## src/rtl/gearbox_pkg.sv

```systemverilog
// rtl/gearbox_pkg.sv - shared constants and keep-mask helper for the upsizing gearbox
package gearbox_pkg;

  localparam int BYTE_W    = 8;
  localparam int MAX_RATIO = 16;

  function automatic logic [MAX_RATIO-1:0] lane_mask(input int unsigned cnt);
    logic [MAX_RATIO-1:0] mask;
    mask = '0;
    for (int unsigned i = 0; i < MAX_RATIO; i++) begin
      if (i <= cnt) mask[i] = 1'b1;
    end
    return mask;
  endfunction

endpackage

```

## src/rtl/gearbox_out_stage.sv

```systemverilog
// rtl/gearbox_out_stage.sv - output word register and input-ready generation for the gearbox
module gearbox_out_stage #(
  parameter int             W        = 160,
  parameter int             M        = 4,
  parameter logic [M-1:0]   KEEP_RST = '0
) (
  input  logic         aclk,
  input  logic         aresetn,
  input  logic         i_load,
  input  logic [W-1:0] i_data,
  input  logic [M-1:0] i_keep,
  input  logic         i_last,
  input  logic         i_out_tready,
  output logic         o_in_tready,
  output logic [W-1:0] o_tdata,
  output logic [M-1:0] o_tkeep,
  output logic         o_tlast,
  output logic         o_tvalid
);

  logic [W-1:0] r_data;
  logic [M-1:0] r_keep;
  logic         r_last;
  logic         r_valid;

  // A load while the held word is being consumed replaces it with no bubble.
  always_ff @(posedge aclk or negedge aresetn) begin
    if (!aresetn) begin
      r_data  <= '0;
      r_keep  <= KEEP_RST;
      r_last  <= 1'b0;
      r_valid <= 1'b0;
    end else if (i_load) begin
      r_data  <= i_data;
      r_keep  <= i_keep;
      r_last  <= i_last;
      r_valid <= 1'b1;
    end else if (r_valid && i_out_tready) begin
      r_valid <= 1'b0;
    end
  end

  assign o_in_tready = !r_valid || i_out_tready;
  assign o_tdata     = r_data;
  assign o_tkeep     = r_keep;
  assign o_tlast     = r_last;
  assign o_tvalid    = r_valid;

endmodule

```

## src/rtl/gearbox_upsizing_nx.sv

```systemverilog
// rtl/gearbox_upsizing_nx.sv - m:1 AXI-Stream upsizer; GEARBOX_UPSIZING_TLAST_EN enables tlast flush and live tkeep/tlast
module gearbox_upsizing_nx
  import gearbox_pkg::*;
#(
  parameter int n  = 5,
  parameter int m  = 4,
  parameter int nb = n * BYTE_W
) (
  input  logic            aclk,
  input  logic            aresetn,
  input  logic [nb-1:0]   in_tdata,
  input  logic            in_tvalid,
  output logic            in_tready,
  input  logic            in_tlast,
  output logic [m*nb-1:0] out_tdata,
  output logic [m-1:0]    out_tkeep,
  output logic            out_tlast,
  output logic            out_tvalid,
  input  logic            out_tready
);

  if (m < 2 || m > MAX_RATIO) begin : g_bad_ratio
    $error("gearbox_upsizing_nx: ratio m must be within 2..16");
  end

  localparam int CNT_W = $clog2(m);
`ifdef GEARBOX_UPSIZING_TLAST_EN
  localparam bit TLAST_EN = 1'b1;
`else
  localparam bit TLAST_EN = 1'b0;
`endif
  localparam logic [m-1:0] KEEP_RST = TLAST_EN ? '0 : '1;

  logic [CNT_W-1:0]      r_cnt;
  logic [(m-1)*nb-1:0]   r_acc;
  logic                  w_in_ready;
  logic                  w_accept;
  logic                  w_last;
  logic                  w_complete;
  logic [m*nb-1:0]       w_word;
  logic [m-1:0]          w_keep;

  assign w_last     = in_tlast & TLAST_EN;
  assign w_accept   = in_tvalid & w_in_ready;
  assign w_complete = w_accept & ((r_cnt == CNT_W'(m - 1)) | w_last);
  assign w_keep     = TLAST_EN ? m'(lane_mask(32'(r_cnt))) : '1;

  // Accumulator lanes at and above cnt are always zero, so only lane cnt needs patching.
  always_comb begin
    w_word = {{nb{1'b0}}, r_acc};
    for (int i = 0; i < m; i++) begin
      if (CNT_W'(i) == r_cnt) w_word[i*nb +: nb] = in_tdata;
    end
  end

  always_ff @(posedge aclk or negedge aresetn) begin
    if (!aresetn) begin
      r_cnt <= '0;
      r_acc <= '0;
    end else if (w_complete) begin
      r_cnt <= '0;
      r_acc <= '0;
    end else if (w_accept) begin
      for (int i = 0; i < m - 1; i++) begin
        if (CNT_W'(i) == r_cnt) r_acc[i*nb +: nb] <= in_tdata;
      end
      r_cnt <= r_cnt + CNT_W'(1);
    end
  end

  gearbox_out_stage #(
    .W        (m * nb),
    .M        (m),
    .KEEP_RST (KEEP_RST)
  ) u_out_stage (
    .aclk         (aclk),
    .aresetn      (aresetn),
    .i_load       (w_complete),
    .i_data       (w_word),
    .i_keep       (w_keep),
    .i_last       (w_last),
    .i_out_tready (out_tready),
    .o_in_tready  (w_in_ready),
    .o_tdata      (out_tdata),
    .o_tkeep      (out_tkeep),
    .o_tlast      (out_tlast),
    .o_tvalid     (out_tvalid)
  );

  assign in_tready = w_in_ready;

endmodule

```

## config.mk

```make
export PLATFORM = sky130hd
export DESIGN_NAME = gearbox_upsizing_nx
export DESIGN_NICKNAME = d
export VERILOG_FILES = /design/src/rtl/gearbox_pkg.sv /design/src/rtl/gearbox_out_stage.sv /design/src/rtl/gearbox_upsizing_nx.sv
export SDC_FILE = /design/constraint.sdc
export NUM_CORES = 1
export LEC_CHECK = 0
export ABC_AREA = 1
export BUFFER_PORTS_ARGS = -buffer_cell sky130_fd_sc_hd__buf_4
export CAP_MARGIN = 20
export CORE_MARGIN = 5
export CORE_UTILIZATION = 42
export CTS_CLUSTER_DIAMETER = 60
export DETAILED_ROUTE_END_ITERATION = 16
export PLACE_DENSITY = 0.62
export SYNTH_ARGS = -nofsm -noshare
export SYNTH_HDL_FRONTEND = slang
export SYNTH_SLANG_ARGS = --single-unit
```

## constraint.sdc

```tcl
create_clock -name aclk -period 4.95 [get_ports aclk]
set_clock_uncertainty 0.2 [all_clocks]
set_input_delay 0.2475 -clock aclk [delete_from_list [all_inputs] [get_ports aclk]]
set_output_delay 0.2475 -clock aclk [all_outputs]
set_load 0.02 [all_outputs]
```

# Word level (Yosys, flattened, before mapping)

Index checks and enable logic that the tools add are counted.

Add/sub/neg operators: 1
$mul: 0
Divide/modulo/power cells: 0
Magnitude comparators: 0
Equality and inequality tests: 4
Shift-type cells: 0
Mux-type cells: 10
Bitwise operators: 2
Reductions and logical operators: 6

Operators by type and width:

| operator            | number |
|---|---|
| $mux 120            | 2 |
| $mux 40             | 4 |
| $eq 2x2->1 const A  | 2 |
| $mux 2              | 2 |
| $reduce_bool 2->1   | 2 |
| $add 2x1->2 const B | 1 |
| $and 1x1->1         | 2 |
| $eq 1x2->1 const A  | 1 |
| $eq 2x2->1 const B  | 1 |
| $logic_not 2->1     | 1 |
| $mux 1              | 2 |
| $logic_and 1x1->1   | 1 |
| $logic_not 1->1     | 1 |
| $logic_or 1x1->1    | 1 |

Bits in registers: 283
Latch bits: 0
Bits in writable memories: 0
Memory bits (read-only): 0
Input bits: 45
Output and inout bits: 167
Word-level logic and storage cells: 27
Memories: 0

# Longest topological paths before layout

Depth in word-level cells: 5
Gate-level depth with buffers: 9

# Cells and area by module

From an unflattened synthesis, not the netlist that was laid out.

Cell total of the unflattened synthesis: 1701
Area, all modules: 12684.7 um^2

Modules (own cells, without submodules):

| module              | times used | cells each | area an instance (um^2) |
|---|---|---|---|
| gearbox_upsizing_nx | 1          | 1000       | 6476.2 |
| gearbox_out_stage   | 1          | 701        | 6208.5 |

# Worst setup path after synthesis

No wires, ideal clock.

Kind: reg2reg
Start: register r_cnt[0]
End: register r_acc[25]
Setup time: 0.065 ns
Data arrival time: 1.391 ns
Slack: 3.295 ns
Stages on the path, launching flop included: 8
Buffers on the path: 3
Cells stage by stage: dfrtp_1 > ha_1 > buf_2 > inv_1 > clkbuf_1 > buf_2 > nand3_1 > nand2_1

Cells in the longest elaborated chain, start to end: 4

Ends and longest elaborated chain:

| element                         | RTL line                  | text |
|---|---|---|
| from (decl)                     | gearbox_upsizing_nx.sv:34 | `logic [CNT_W-1:0] r_cnt;` |
| from (signal assigned)          | gearbox_upsizing_nx.sv:67 | `r_cnt <= r_cnt + CNT_W'(1);` |
| $logic_not 2->1                 | gearbox_upsizing_nx.sv:65 | `if (CNT_W'(i) == r_cnt) r_acc[i*nb +: nb] <= in_tdata;` |
| $mux 40                         | --                        |  |
| $mux 120                        | --                        |  |
| $mux 120                        | gearbox_upsizing_nx.sv:60 | `end else if (w_complete) begin` |
| to (signal, indexed assignment) | gearbox_upsizing_nx.sv:65 |  |
| to (decl)                       | gearbox_upsizing_nx.sv:35 | `logic [(m-1)*nb-1:0] r_acc;` |

Several ways; a longest one is shown, not always the timed one. The select of a mux whose other input is x is not followed.
A chain may end at the register's enable or synchronous reset.

# Final worst setup path

Start: register r_cnt[0]
End: register r_acc[1]

Same word-level chain as after synthesis.

==> insert_results.sql <==
INSERT INTO impl_metrics (metric_group, metric, value, unit) VALUES
('grt', 'global_route_total_overflow', '0', ''),
('synthesis', 'synth-main-ff-cell', 'sky130_fd_sc_hd__dfrtp_1', ''),
('synthesis', 'synthCells', '1635', ''),
('sta', 'final-setup-viol-count', '0', ''),
('clock_network', 'root_buffer', 'sky130_fd_sc_hd__clkbuf_16', ''),
('sta', 'worst_max_slew_pin_slew', '1.063', 'ns'),
('routing', 'drt_pre_antenna_iters', '5', ''),
('clock_network', 'cts_post_setup_buffers_inserted', '0', ''),
('final_layout', 'nFillCells', '2809', ''),
('final_layout', 'proportion_of_layout_cells_with_a_drive_suffix_above_1', '15.65', '%'),
('final_layout', 'finalNetCount', '1857', ''),
('placed_design', 'buffer_ports.inserted', '205', ''),
('power', 'power.static_leakage', '0.009022', 'µW'),
('sta', 'maxClockFrequency', '0.3375', 'GHz'),
('synthesis', 'avg_synthesized_cell_area', '7.767', 'µm²'),
('floorplan', 'core.rowCount', '63', ''),
('synthesis', 'synth_top_area_share', '55.76', '%'),
('final_layout', 'area.growth.synth_to_final', '26.04', '%'),
('synthesis', 'synth.top_cells.by_area', 'sky130_fd_sc_hd__dfrtp_1 (56%), sky130_fd_sc_hd__nand2_1 (27%), sky130_fd_sc_hd__nand3_1 (9.5%)', ''),
('floorplan', 'floorplan.die.width', '183.9', 'µm'),
('routing', 'drcViolationCount', '0', ''),
('clock_network', 'cts_repair_resize_count', '0', ''),
('clock_network', 'cts-root-to-sink-buffers', '3', ''),
('sta', 'grt_setup_unrepaired', 'false', ''),
('floorplan', 'floorplan.core_area', '0.02972', 'mm²'),
('clock_network', 'clkSlewWorstSetupHoldPaths', '0.06', 'ns'),
('synthesis', 'synth_sequential_area_ratio', '55.76', '%'),
('grt', 'first_pass_grt_wire_length', '62580', 'µm'),
('grt', 'grt_util_all_layers', '22.86', '%'),
('final_layout', 'num_antenna_cells', '0', ''),
('synthesis', 'synthDistinctLibCells', '15', ''),
('synthesis', 'post_synth_instance_area', '0.01270', 'mm²'),
('placed_design', 'placer_congestion', '0.7597', ''),
('worst_setup_path', 'critPathArrivalTime', '3.20', 'ns'),
('floorplan', 'start_util', '42.74', '%'),
('sta', 'tns', '0', 'ns'),
('sta', 'period_minus_slack', '2.963', 'ns'),
('final_layout', 'final_util', '53.86', '%'),
('floorplan', 'floorplan.die_area', '0.03382', 'mm²'),
('worst_hold_path', 'min_path_type', 'input port to flip-flop', ''),
('sta', 'final_period_util', '59.86', '%'),
('floorplan', 'die_height', '183.9', 'µm'),
('placed_design', 'placedInstanceArea', '0.01439', 'mm²'),
('flow_run', 'max_cap_viol_count', '0', ''),
('sta', 'timing_max_transition_violations_final', '0', ''),
('sta', 'fin_worst_hold_slack', '0.08111', 'ns'),
('grt', 'antenna_found_initial', '0', ''),
('worst_hold_path', 'hold-path-cell-count', '3', ''),
('synthesis', 'synthDominantAreaCellType', 'sky130_fd_sc_hd__dfrtp_1', ''),
('power', 'power.total', '10800', 'µW'),
('routing', 'route.detailed.vias_per_inst', '5.199', ''),
('routing', 'drtAntennaViolNets', '0', ''),
('routing', 'average_wire_length_per_cell_after_detail_routing', '17.65', 'µm'),
('synthesis', 'synthArstFlopShare', '100.0', '%'),
('synthesis', 'yosys-top-cells-count', 'sky130_fd_sc_hd__nand2_1 (926), sky130_fd_sc_hd__dfrtp_1 (283), sky130_fd_sc_hd__nand3_1 (241)', ''),
('routing', 'detailroute.via_count', '11562', ''),
('worst_setup_path', 'rr_worst_depth', '6', ''),
('synthesis', 'postSynthRegisterBits', '283', ''),
('synthesis', 'synthMostInstantiatedCell', 'sky130_fd_sc_hd__nand2_1', ''),
('worst_setup_path', 'setup.worst_path.end_class', 'flip-flop', ''),
('sta', 'count_of_endpoints_failing_hold_in_the_final_timing_report', '0', ''),
('routing', 'wl', '39250', 'µm'),
('power', 'power.ir.vdd_worst', '0.3380', 'mV'),
('final_layout', 'layout.cell_area.non_filler', '0.01601', 'mm²'),
('synthesis', 'ys_warn_count', '0', ''),
('grt', 'number_of_global_route_vias_before_repair', '11071', ''),
('worst_setup_path', 'worst-path-max-fanout', '81', ''),
('worst_setup_path', 'worstSetupPathType', 'flip-flop to flip-flop', ''),
('run_status', 'status', 'complete, no violations', ''),
('routing', 'detailedRoute.firstIterationViolations', '1153', ''),
('worst_setup_path', 'cp.required', '5.19', 'ns');
==> through the flow <==
step	std cells	worst slack (ns)
2_1_floorplan	1638	3.295
3_3_place_gp	2121	1.987
3_5_place_dp	2121	1.968
4_1_cts	2224	1.962
5_1_grt	2224	1.795
6_report	2224	1.987
==> worst paths after layout <==
path	slack, ns	endpoint	from
max in group asynchronous	3.05	u_out_stage.o_tdata[73]	aresetn
max	1.99	r_acc[1]	r_cnt[0]
min	0.08	u_out_stage.o_tdata[128]	in_tvalid
min reg2reg	0.27	u_out_stage.o_tdata[134]	u_out_stage.o_tdata[134]
min in group asynchronous	0.17	u_out_stage.o_tdata[48]	aresetn
max reg2reg	1.99	r_acc[1]	r_cnt[0]
==> state kept, by name, summed over array words and instances (netlist names) <==
register and flops:
r_cnt 2, r_acc 120, u_out_stage.o_tdata 160, u_out_stage.o_tvalid 1
==> layout by cell type, fill, tap and decap left out, drive strengths merged <==
| cell | netlist | final |
|---|---|---|
| nand2 | 926 | 926 |
| dfrtp | 283 | 283 |
| nand3 | 242 | 242 |
| buf | 60 | 221 |
| clkbuf | 68 | 52 |
| dlygate4sd3 | 0 | 41 |
| nand4 | 40 | 40 |
| inv | 8 | 7 |
| clkinv | 0 | 7 |
| conb | 2 | 5 |
| ha | 4 | 4 |
| bufinv | 0 | 3 |
| a21oi | 1 | 1 |
| o21ai | 1 | 1 |
| clkinvlp | 0 | 1 |
==> report_power, final <==
| group | switching (µW) | internal, µW |
|---|---|---|
| registers | 526 | 3230 |
| logic | 2920 | 1490 |
| clock network | 981 | 1650 |
==> cell families after synthesis <==
family,Yosys count,share of synthesized area [%]
AOI/OAI and AO/OA,2,0.1675
adders and majority gates,4,0.3941
buffers and inverters,136,4.699
DFF,283,55.76
other,2,0.05914
and+or+nand+nor,1208,38.92
==> repair_timing <==
action / 4_1_cts / 5_1_grt
endpoints found under the hold margin: 377 / 0
endpoints found under the setup margin: 0 / 0
hold buffers: 41 / 0
==> worst max-delay path: stages (launching register included) <==
cell and delay (ns):
sky130_fd_sc_hd__dfrtp_1 0.45, sky130_fd_sc_hd__ha_4 0.20, sky130_fd_sc_hd__buf_4 0.38, sky130_fd_sc_hd__inv_4 0.80, sky130_fd_sc_hd__buf_4 0.58, sky130_fd_sc_hd__nand3_1 0.16, sky130_fd_sc_hd__nand2_1 0.08
==> metal layers <==
layer / GRT usage, % / part of all wire [%] / wire, µm / vias to the layer above
met1: 33.30 / 45 / 17840 / 5612
met5: 0 / 0 / 0 / -
met3: 5.481 / 7.9 / 3114 / 52
met4: 5.649 / 1.9 / 751 / 0
met2: 34.69 / 45 / 17540 / 390
li1: - / - / - / 5508
==> final cells by class <==
| class | instances | area (µm²) | share of cell area, % |
|---|---|---|---|
| inverter | 8 | 32.53 | 0.2032 |
| sequential | 283 | 7082 | 44.24 |
| clock buffer | 52 | 1072 | 6.699 |
| multi-input combinational | 1219 | 5070 | 31.67 |
| timing repair buffer | 262 | 2127 | 13.29 |
| tap | 390 | 488.0 | 3.049 |
| clock inverter | 10 | 135.1 | 0.8442 |
No activity file was read; power rests on OpenSTA's default activity.
